File: config.mk
export PLATFORM = sky130hd
export DESIGN_NAME = uart_rx_deserializer_flat
export DESIGN_NICKNAME = d
export VERILOG_FILES = /design/src/rtl/uart_rx_deserializer_if.sv /design/src/rtl/uart_rx_deserializer.sv /design/src/flat_wrapper.sv
export SDC_FILE = /design/constraint.sdc
export NUM_CORES = 1
export LEC_CHECK = 0
export CAP_MARGIN = 10
export CORE_MARGIN = 5
export CORE_UTILIZATION = 55
export CTS_CLUSTER_SIZE = 10
export DETAILED_ROUTE_END_ITERATION = 10
export PLACE_DENSITY = 0.78
export SLEW_MARGIN = 10
export SYNTH_ARGS = -nofsm -noshare
export SYNTH_HDL_FRONTEND = slang
export SYNTH_SLANG_ARGS = --single-unit
File: constraint.sdc
create_clock -name CLK -period 5.1 [get_ports CLK]
set_input_delay 0.51 -clock CLK [delete_from_list [all_inputs] [get_ports CLK]]
set_output_delay 0.51 -clock CLK [all_outputs]
set_load 0.05 [all_outputs]
File: src/rtl/uart_rx_deserializer_if.sv
// Bundle of serial-line, frame-config and received-data signals for the UART receive path.
// data_valid/par_err/stp_err are one-cycle strobes with no ready: the consumer must take P_DATA in the strobe cycle.
interface uart_rx_deserializer_if #(
    parameter int DATA_WIDTH = 8
);
    logic                  RX_IN;
    logic                  PAR_EN;
    logic                  PAR_TYP;
    logic [DATA_WIDTH-1:0] P_DATA;
    logic                  data_valid;
    logic                  par_err;
    logic                  stp_err;
    // Receiver FSM state: 0 IDLE, 1 START, 2 DATA, 3 PARITY, 4 STOP.
    logic [2:0]            state_dbg;

    modport master (
        output RX_IN, PAR_EN, PAR_TYP,
        input  P_DATA, data_valid, par_err, stp_err, state_dbg
    );

    modport slave (
        input  RX_IN, PAR_EN, PAR_TYP,
        output P_DATA, data_valid, par_err, stp_err, state_dbg
    );
endinterface

File: src/rtl/uart_rx_deserializer.sv
// UART receiver: synchronizes RX_IN, majority-votes each bit at mid-bit, shifts data LSB-first,
// checks optional parity and the stop bit, and reports the outcome as one-cycle pulses.
module uart_rx_deserializer #(
    parameter int DATA_WIDTH = 8,
    parameter int OVERSAMPLE = 8   // 8, 16 or 32 only
) (
    input logic                   CLK,
    input logic                   RST,
    uart_rx_deserializer_if.slave bus
);
    localparam int H  = OVERSAMPLE / 2;
    localparam int CW = $clog2(OVERSAMPLE);
    localparam int BW = (DATA_WIDTH > 1) ? $clog2(DATA_WIDTH) : 1;

    localparam logic [CW-1:0] TICK_ONE  = CW'(1);
    localparam logic [CW-1:0] TICK_S0   = CW'(H - 1);
    localparam logic [CW-1:0] TICK_S1   = CW'(H);
    localparam logic [CW-1:0] TICK_S2   = CW'(H + 1);
    localparam logic [CW-1:0] TICK_STOP = CW'(H + 2);
    localparam logic [CW-1:0] TICK_LAST = CW'(OVERSAMPLE - 1);
    localparam logic [BW-1:0] BIT_LAST  = BW'(DATA_WIDTH - 1);

    typedef enum logic [2:0] {
        S_IDLE   = 3'd0,
        S_START  = 3'd1,
        S_DATA   = 3'd2,
        S_PARITY = 3'd3,
        S_STOP   = 3'd4
    } state_e;

    state_e                state_q, state_d;
    logic                  sync1_q, sync1_d;
    logic                  rx_s_q, rx_s_d;
    logic [CW-1:0]         edge_cnt_q, edge_cnt_d;
    logic [BW-1:0]         bit_cnt_q, bit_cnt_d;
    logic [2:0]            samp_q, samp_d;
    logic [DATA_WIDTH-1:0] shift_q, shift_d;
    logic                  par_en_q, par_en_d;
    logic                  par_typ_q, par_typ_d;
    logic                  par_bad_q, par_bad_d;
    logic                  brk_q, brk_d;
    logic [DATA_WIDTH-1:0] p_data_q, p_data_d;
    logic                  data_valid_q, data_valid_d;
    logic                  par_err_q, par_err_d;
    logic                  stp_err_q, stp_err_d;

    logic voted;
    logic exp_par;
    logic tick_last;

    assign voted     = (samp_q[0] & samp_q[1]) | (samp_q[0] & samp_q[2]) | (samp_q[1] & samp_q[2]);
    assign exp_par   = par_typ_q ? ~^shift_q : ^shift_q;
    assign tick_last = (edge_cnt_q == TICK_LAST);

    always_comb begin
        state_d      = state_q;
        sync1_d      = bus.RX_IN;
        rx_s_d       = sync1_q;
        edge_cnt_d   = edge_cnt_q;
        bit_cnt_d    = bit_cnt_q;
        samp_d       = samp_q;
        shift_d      = shift_q;
        par_en_d     = par_en_q;
        par_typ_d    = par_typ_q;
        par_bad_d    = par_bad_q;
        brk_d        = brk_q;
        p_data_d     = p_data_q;
        data_valid_d = 1'b0;
        par_err_d    = 1'b0;
        stp_err_d    = 1'b0;

        if (state_q != S_IDLE) begin
            edge_cnt_d = tick_last ? '0 : edge_cnt_q + 1'b1;
            if (edge_cnt_q == TICK_S0) samp_d[0] = rx_s_q;
            if (edge_cnt_q == TICK_S1) samp_d[1] = rx_s_q;
            if (edge_cnt_q == TICK_S2) samp_d[2] = rx_s_q;
        end

        case (state_q)
            S_IDLE: begin
                edge_cnt_d = '0;
                // After a break the line must be seen high before a new start is accepted.
                if (brk_q) begin
                    if (rx_s_q) brk_d = 1'b0;
                end else if (!rx_s_q) begin
                    state_d    = S_START;
                    edge_cnt_d = TICK_ONE;
                end
            end
            S_START: begin
                if (tick_last) begin
                    if (voted) begin
                        state_d = S_IDLE;
                    end else begin
                        state_d   = S_DATA;
                        bit_cnt_d = '0;
                        par_en_d  = bus.PAR_EN;
                        par_typ_d = bus.PAR_TYP;
                        par_bad_d = 1'b0;
                    end
                end
            end
            S_DATA: begin
                if (tick_last) begin
                    shift_d   = {voted, shift_q[DATA_WIDTH-1:1]};
                    bit_cnt_d = bit_cnt_q + 1'b1;
                    if (bit_cnt_q == BIT_LAST) begin
                        state_d = par_en_q ? S_PARITY : S_STOP;
                    end
                end
            end
            S_PARITY: begin
                if (tick_last) begin
                    par_bad_d = (voted != exp_par);
                    state_d   = S_STOP;
                end
            end
            S_STOP: begin
                // Decide early in the stop bit so a following start edge is not missed.
                if (edge_cnt_q == TICK_STOP) begin
                    state_d    = S_IDLE;
                    edge_cnt_d = '0;
                    if (!voted) begin
                        stp_err_d = 1'b1;
                        brk_d     = 1'b1;
                    end else if (par_bad_q) begin
                        par_err_d = 1'b1;
                    end else begin
                        p_data_d     = shift_q;
                        data_valid_d = 1'b1;
                    end
                end
            end
            default: state_d = S_IDLE;
        endcase
    end

    always_ff @(posedge CLK or negedge RST) begin
        if (!RST) begin
            state_q      <= S_IDLE;
            sync1_q      <= 1'b1;
            rx_s_q       <= 1'b1;
            edge_cnt_q   <= '0;
            bit_cnt_q    <= '0;
            samp_q       <= '0;
            shift_q      <= '0;
            par_en_q     <= 1'b0;
            par_typ_q    <= 1'b0;
            par_bad_q    <= 1'b0;
            brk_q        <= 1'b0;
            p_data_q     <= '0;
            data_valid_q <= 1'b0;
            par_err_q    <= 1'b0;
            stp_err_q    <= 1'b0;
        end else begin
            state_q      <= state_d;
            sync1_q      <= sync1_d;
            rx_s_q       <= rx_s_d;
            edge_cnt_q   <= edge_cnt_d;
            bit_cnt_q    <= bit_cnt_d;
            samp_q       <= samp_d;
            shift_q      <= shift_d;
            par_en_q     <= par_en_d;
            par_typ_q    <= par_typ_d;
            par_bad_q    <= par_bad_d;
            brk_q        <= brk_d;
            p_data_q     <= p_data_d;
            data_valid_q <= data_valid_d;
            par_err_q    <= par_err_d;
            stp_err_q    <= stp_err_d;
        end
    end

    assign bus.P_DATA     = p_data_q;
    assign bus.data_valid = data_valid_q;
    assign bus.par_err    = par_err_q;
    assign bus.stp_err    = stp_err_q;
    assign bus.state_dbg  = state_q;
endmodule

File: src/flat_wrapper.sv
// flat-port wrapper written by rule: the top's interface ports become plain ports
module uart_rx_deserializer_flat 
#(
    parameter int DATA_WIDTH = 8,
    parameter int OVERSAMPLE = 8                      
)
  (CLK, RST, bus_RX_IN, bus_PAR_EN, bus_PAR_TYP, bus_P_DATA, bus_data_valid, bus_par_err, bus_stp_err, bus_state_dbg);
  uart_rx_deserializer_if #(.DATA_WIDTH(DATA_WIDTH)) bus_i ();
  input logic CLK;
  input logic RST;
  input wire logic [$bits(bus_i.RX_IN)-1:0] bus_RX_IN;
  input wire logic [$bits(bus_i.PAR_EN)-1:0] bus_PAR_EN;
  input wire logic [$bits(bus_i.PAR_TYP)-1:0] bus_PAR_TYP;
  output wire logic [$bits(bus_i.P_DATA)-1:0] bus_P_DATA;
  output wire logic [$bits(bus_i.data_valid)-1:0] bus_data_valid;
  output wire logic [$bits(bus_i.par_err)-1:0] bus_par_err;
  output wire logic [$bits(bus_i.stp_err)-1:0] bus_stp_err;
  output wire logic [$bits(bus_i.state_dbg)-1:0] bus_state_dbg;
  assign bus_i.RX_IN = bus_RX_IN;
  assign bus_i.PAR_EN = bus_PAR_EN;
  assign bus_i.PAR_TYP = bus_PAR_TYP;
  assign bus_P_DATA = bus_i.P_DATA;
  assign bus_data_valid = bus_i.data_valid;
  assign bus_par_err = bus_i.par_err;
  assign bus_stp_err = bus_i.stp_err;
  assign bus_state_dbg = bus_i.state_dbg;
  uart_rx_deserializer #(.DATA_WIDTH(DATA_WIDTH), .OVERSAMPLE(OVERSAMPLE)) u_core (.CLK(CLK), .RST(RST), .bus(bus_i));
endmodule
# ---- Yosys cells after proc, flatten, opt, wreduce, memory -nomap -nowiden
# Cells that the tools add are included.
# W data, S select, Z words.
dict set report op_classes {
  n_reduce_logical 17
  n_addsub 2
  n_eq_ne 20
  bitwise_logic 7
  n_mux 41
}
# operator count
set op_table {}
lappend op_table {{$mux W3} 15}
lappend op_table {{$mux W1} 20}
lappend op_table {{$eq A3 B3 Y1 const B} 6}
lappend op_table {{$pmux W3 S5} 1}
lappend op_table {{$pmux W3 S2} 2}
lappend op_table {{$reduce_and A4 Y1} 3}
lappend op_table {{$ne A2 B1 Y1 const B} 5}
lappend op_table {{$eq A3 B2 Y1 const B} 3}
lappend op_table {{$ne A2 B2 Y1 const B} 4}
lappend op_table {{$reduce_and A2 Y1} 4}
lappend op_table {{$reduce_xnor A8 Y1} 1}
lappend op_table {{$reduce_xor A8 Y1} 1}
lappend op_table {{$reduce_and A7 Y1} 1}
lappend op_table {{$add A3 B1 Y3 const B} 2}
lappend op_table {{$reduce_and A3 Y1} 2}
lappend op_table {{$reduce_bool A2 Y1} 3}
lappend op_table {{$pmux W1 S2} 2}
lappend op_table {{$and A1 B1 Y1} 3}
lappend op_table {{$eq A3 B1 Y1 const B} 1}
lappend op_table {{$logic_not A3 Y1} 1}
lappend op_table {{$reduce_bool A3 Y1} 1}
lappend op_table {{$mux W2} 1}
lappend op_table {{$not A1 Y1} 2}
lappend op_table {{$or A1 B1 Y1} 2}
lappend op_table {{$ne A1 B1 Y1} 1}
dict set report totals {
  elab_cells 104
  register_bits 37
  output_inout_bits 14
  input_bits 5
}

# ---- Logic depth before layout (Yosys ltp)
dict set report depth {
  ltp_word 6
  mapped_depth 6
  ltp_nobuf 6
}

# ---- Worst setup path before layout
# No wires, ideal clock.
dict set report synth_timing {
  path_type {reg-to-reg}
  startpoint {reg u_core.state_q[0], in the netlist u_core.bus.state_dbg[0]}
  endpoint {reg u_core.samp_q[1]}
  setup_slack_ns 3.312
  n_path_buf 1
  stages_incl_launch_ff 5
  t_arrival_ns 1.663
  period_less_slack_ns 1.788
  required_ns 4.975
  setup_ns 0.125
  cell_sequence {dfrtp_1 buf_2 or3_1 nand3_1 mux2_2}
}
dict set report synth_between {
  elab_chain_len 2
}
# item line
set synth_lines {}
lappend synth_lines {{from (decl)} uart_rx_deserializer.sv:31} ;# state_e state_q, state_d;
lappend synth_lines {{from (signal assigned)} uart_rx_deserializer.sv:156} ;# state_q <= state_d;
lappend synth_lines {{$reduce_bool A3 Y1} uart_rx_deserializer.sv:72} ;# if (state_q != S_IDLE) begin
lappend synth_lines {{$reduce_and A2 Y1 (no source line)} -}
lappend synth_lines {{to (signal assigned)} uart_rx_deserializer.sv:161} ;# samp_q <= samp_d;
lappend synth_lines {{to (decl)} uart_rx_deserializer.sv:36} ;# logic [2:0] samp_q, samp_d;
# No other way between the ends.
# A chain may end at the register's enable or synchronous reset.

# ---- Worst setup path in the final report
dict set report layout_timing {
  startpoint {reg u_core.state_q[0], in the netlist u_core.bus.state_dbg[0]}
  endpoint {out bus_state_dbg[0]}
}
# item line
set layout_lines {}
lappend layout_lines {{to (decl)} flat_wrapper.sv:18} ;# output wire logic [$bits(bus_i.state_dbg)-1:0] bus_state_dbg;
# No word-level cell between the ends.

==> results_dict.tcl <==
set metrics [dict create \
    cts_tree "yes" \
    avgViaCountPerCell 5.43 \
    yosysTopAreaCell "dfrtp_1" \
    switching_share_pct 33.7 \
    ys.flop_type "dfrtp_1" \
    cts_hold_buf 0 \
    row_count 20 \
    cts_buffers 5 \
    drive_gt1_share_pct 14.5 \
    synth.most_common_cell "nand2_1" \
    numClockSinks 37 \
    die_y_um 65.7 \
    tightest_slew_ns 0.497 \
    critPathMaxFanout 13 \
    holdWs_ns 0.364 \
    grt_pass1_vias 1166 \
    clock_latency_ns 0.34 \
    grt_max_degree 38 \
    worstPathCellList "clkdlybuf4s50_1" \
    hold_class "flop to flop" \
    powerDensity_nw_per_um2 362 \
    p_seq_share_pct 52.1 \
    cts_root_buf "clkbuf_4" \
    antenna_left 0 \
    grt_pass1_wl_um 5040 \
    route.detailed.wl_per_inst_um 14.2 \
    clkPwrFrac_pct 20.3 \
    dpl.cell_count 198 \
    clk_pin_slew_ns 0.11 \
    rsz0062_at_grt "no" \
    preCtsSetupSlack_ns 3.16 \
    drt_wl_total_um 2930 \
    finalMaxSlewViolations 0 \
    synth_top_area_share_pct 51.3 \
    critical_path.top_delay_family "buffers and inverters" \
    cts_buffer_depth 2 \
    maxCapViolCount 0 \
    initial_core_util_pct 56.8 \
    drc_errors 0 \
    die_x_um 65.7 \
    worst_slack_ns 2.77 \
    yosysUniqueCellTypes 33 \
    relSlewSlack_pct 66.7 \
    clock.fmax_ghz 0.430 \
    critPathCaptureType "output pin" \
    yosysWarnings 0 \
    fin_nets 185 \
    area_delta_synth_final_pct 15.1 \
    setup_viol 0 \
    fin_setup_tns_ns 0 \
    cp.buffers_inverters 1 \
    synth_area_leaders "dfrtp_1 51%, nand2_1 7.9%, mux2_2 7.3%, ha_1 5.9%, dfstp_2 3.1%" \
    hpwl_um 2120 \
    fin_crit_ns 2.33 \
    yosysSeqAreaShare_pct 54.4 \
    synthArstFlopShare_pct 100 \
    final-hold-violation-count 0 \
    drtIter0Drc 32 \
    antenna_cells 0 \
    status "completed" \
    via_count 1119 \
    gr-total-overflow 0 \
    dieArea_um2 4320 \
    syn_avg_cell_area_um2 11.4 \
    syn_inst 150 \
    fillCellCount 246 \
    leakage_nw 0.977 \
    track_usage_pct 15.7 \
    critPathSlowestCell "clkdlybuf4s50_1" \
    antenna_found_initial 0 \
    worstSetupStartpointType "flop" \
    cpPeakStageDelay_ns 0.88 \
    min_period_over_period_pct 45.6 \
    ys_seq_elements 37 \
    criticalPathCategory "flop to output pin" \
    power_switching_uw 240 \
    htreeDepth 2 \
    gp_congestion 0.828 \
    clock-skew-final_ns 0.0117 \
    p_int_uw 472 \
    required_ns 4.59 \
    pin_count 19 \
    synth.net_count 163 \
    synth_enable_flop_cells 0 \
    cts_resized 0 \
    post_cts_buffers 0 \
    vdd_ir_drop_max_mv 0.309 \
    synth.cell_area_um2 1710 \
    stdcell_count 206 \
    p_comb_share_pct 27.6 \
    dr.pass1.iters 4 \
    portBuffers 18 \
    design.core.area_um2 3000 \
    arrival_ns 1.82 \
    ys_top_cells_by_count "36 x nand2_1, 35 x dfrtp_1, 11 x mux2_2" \
]
[worst paths after layout]
| path | end | slack, ns | cells after the start | from |
|---|---|---|---|---|
| setup / recovery | bus_state_dbg[0] | 2.77 | 1 | u_core.bus.state_dbg[0] |
| hold / removal | u_core.rx_s_q | 0.36 | 0 | u_core.rx_s_d |
| setup reg to reg | u_core.bus.state_dbg[0] | 3.28 | 5 | u_core.edge_cnt_q[0] |
| hold reg to reg | u_core.rx_s_q | 0.36 | 0 | u_core.rx_s_d |
| max in group asynchronous | u_core.rx_s_d | 4.17 | 2 | RST |
| min in group asynchronous | u_core.samp_q[1] | 0.58 | 2 | RST |
[power by group through the flow]
| stage | registers [mW] | logic (mW) | clock network, mW |
|---|---|---|---|
| 2_1_floorplan | 0.377 | 0.141 | 0 |
| 3_3_place_gp | 0.372 | 0.187 | 0 |
| 3_5_place_dp | 0.377 | 0.198 | 0 |
| 4_1_cts | 0.370 | 0.200 | 0.149 |
| 5_1_grt | 0.376 | 0.220 | 0.165 |
| 6_report | 0.371 | 0.197 | 0.144 |
[kinds of logic (layout without fill, tap and decap cells)]
kind of cell / after synthesis / after routing / share of synthesized area (%)
and+or+nand+nor: 60 / 60 / 18.3
DFF: 37 / 37 / 54.4
AOI/OAI and AO/OA: 15 / 15 / 5.35
muxes: 12 / 12 / 8.14
adders and majority gates: 9 / 9 / 6.67
buffers and inverters: 9 / 32 / 2.27
xor gates and xnor gates: 8 / 8 / 4.91
[through the flow]
step / instance area, um2 / power, mW / utilization, %
6_report: 1960 / 0.712 / 65.4
5_1_grt: 1960 / 0.760 / 65.4
4_1_cts: 1960 / 0.719 / 65.4
3_5_place_dp: 1920 / 0.575 / 63.8
3_3_place_gp: 1920 / 0.559 / 63.8
2_1_floorplan: 1710 / 0.518 / -
[sequential cells by signal, summed over array words and instances (netlist names), 3 cells and up]
register              flops
u_core.shift_q            8
u_core.bit_cnt_q          3
u_core.samp_q             3
u_core.bus.state_dbg      3
u_core.bus.P_DATA         8
u_core.edge_cnt_q         3
[cell usage in the layout, fill, tap and decap left out, types with 3 or more instances in the layout]
cell             instances
nand3_1                  4
mux2_2                  11
dfrtp_1                 35
nand2_1                 36
ha_1                     8
clkbuf_1                 3
clkdlybuf4s50_1         18
xnor2_1                  6
clkbuf_4                 5
nor2_1                   4
inv_1                    5
nor2b_1                  3
o21ai_0                  8
[layer usage]
metal  track usage, %  part of all wire, %  vias to the layer above
li1                 -                    -                      548
met1             17.2                   45                      536
met2             27.5                   48                       28
met3             5.98                  6.0                        7
met4             5.18                  1.4                        0
met5                0                    0                        -
[final cells by class]
cell class	instances	area, um2	area share [%]
tap	33	41.3	2.10
multi-input combinational	104	739	37.6
sequential	37	928	47.3
timing repair buffer	19	188	9.55
inverter	5	18.8	0.955
clock buffer	8	48.8	2.48
No activity file was read; power rests on OpenSTA's default activity.
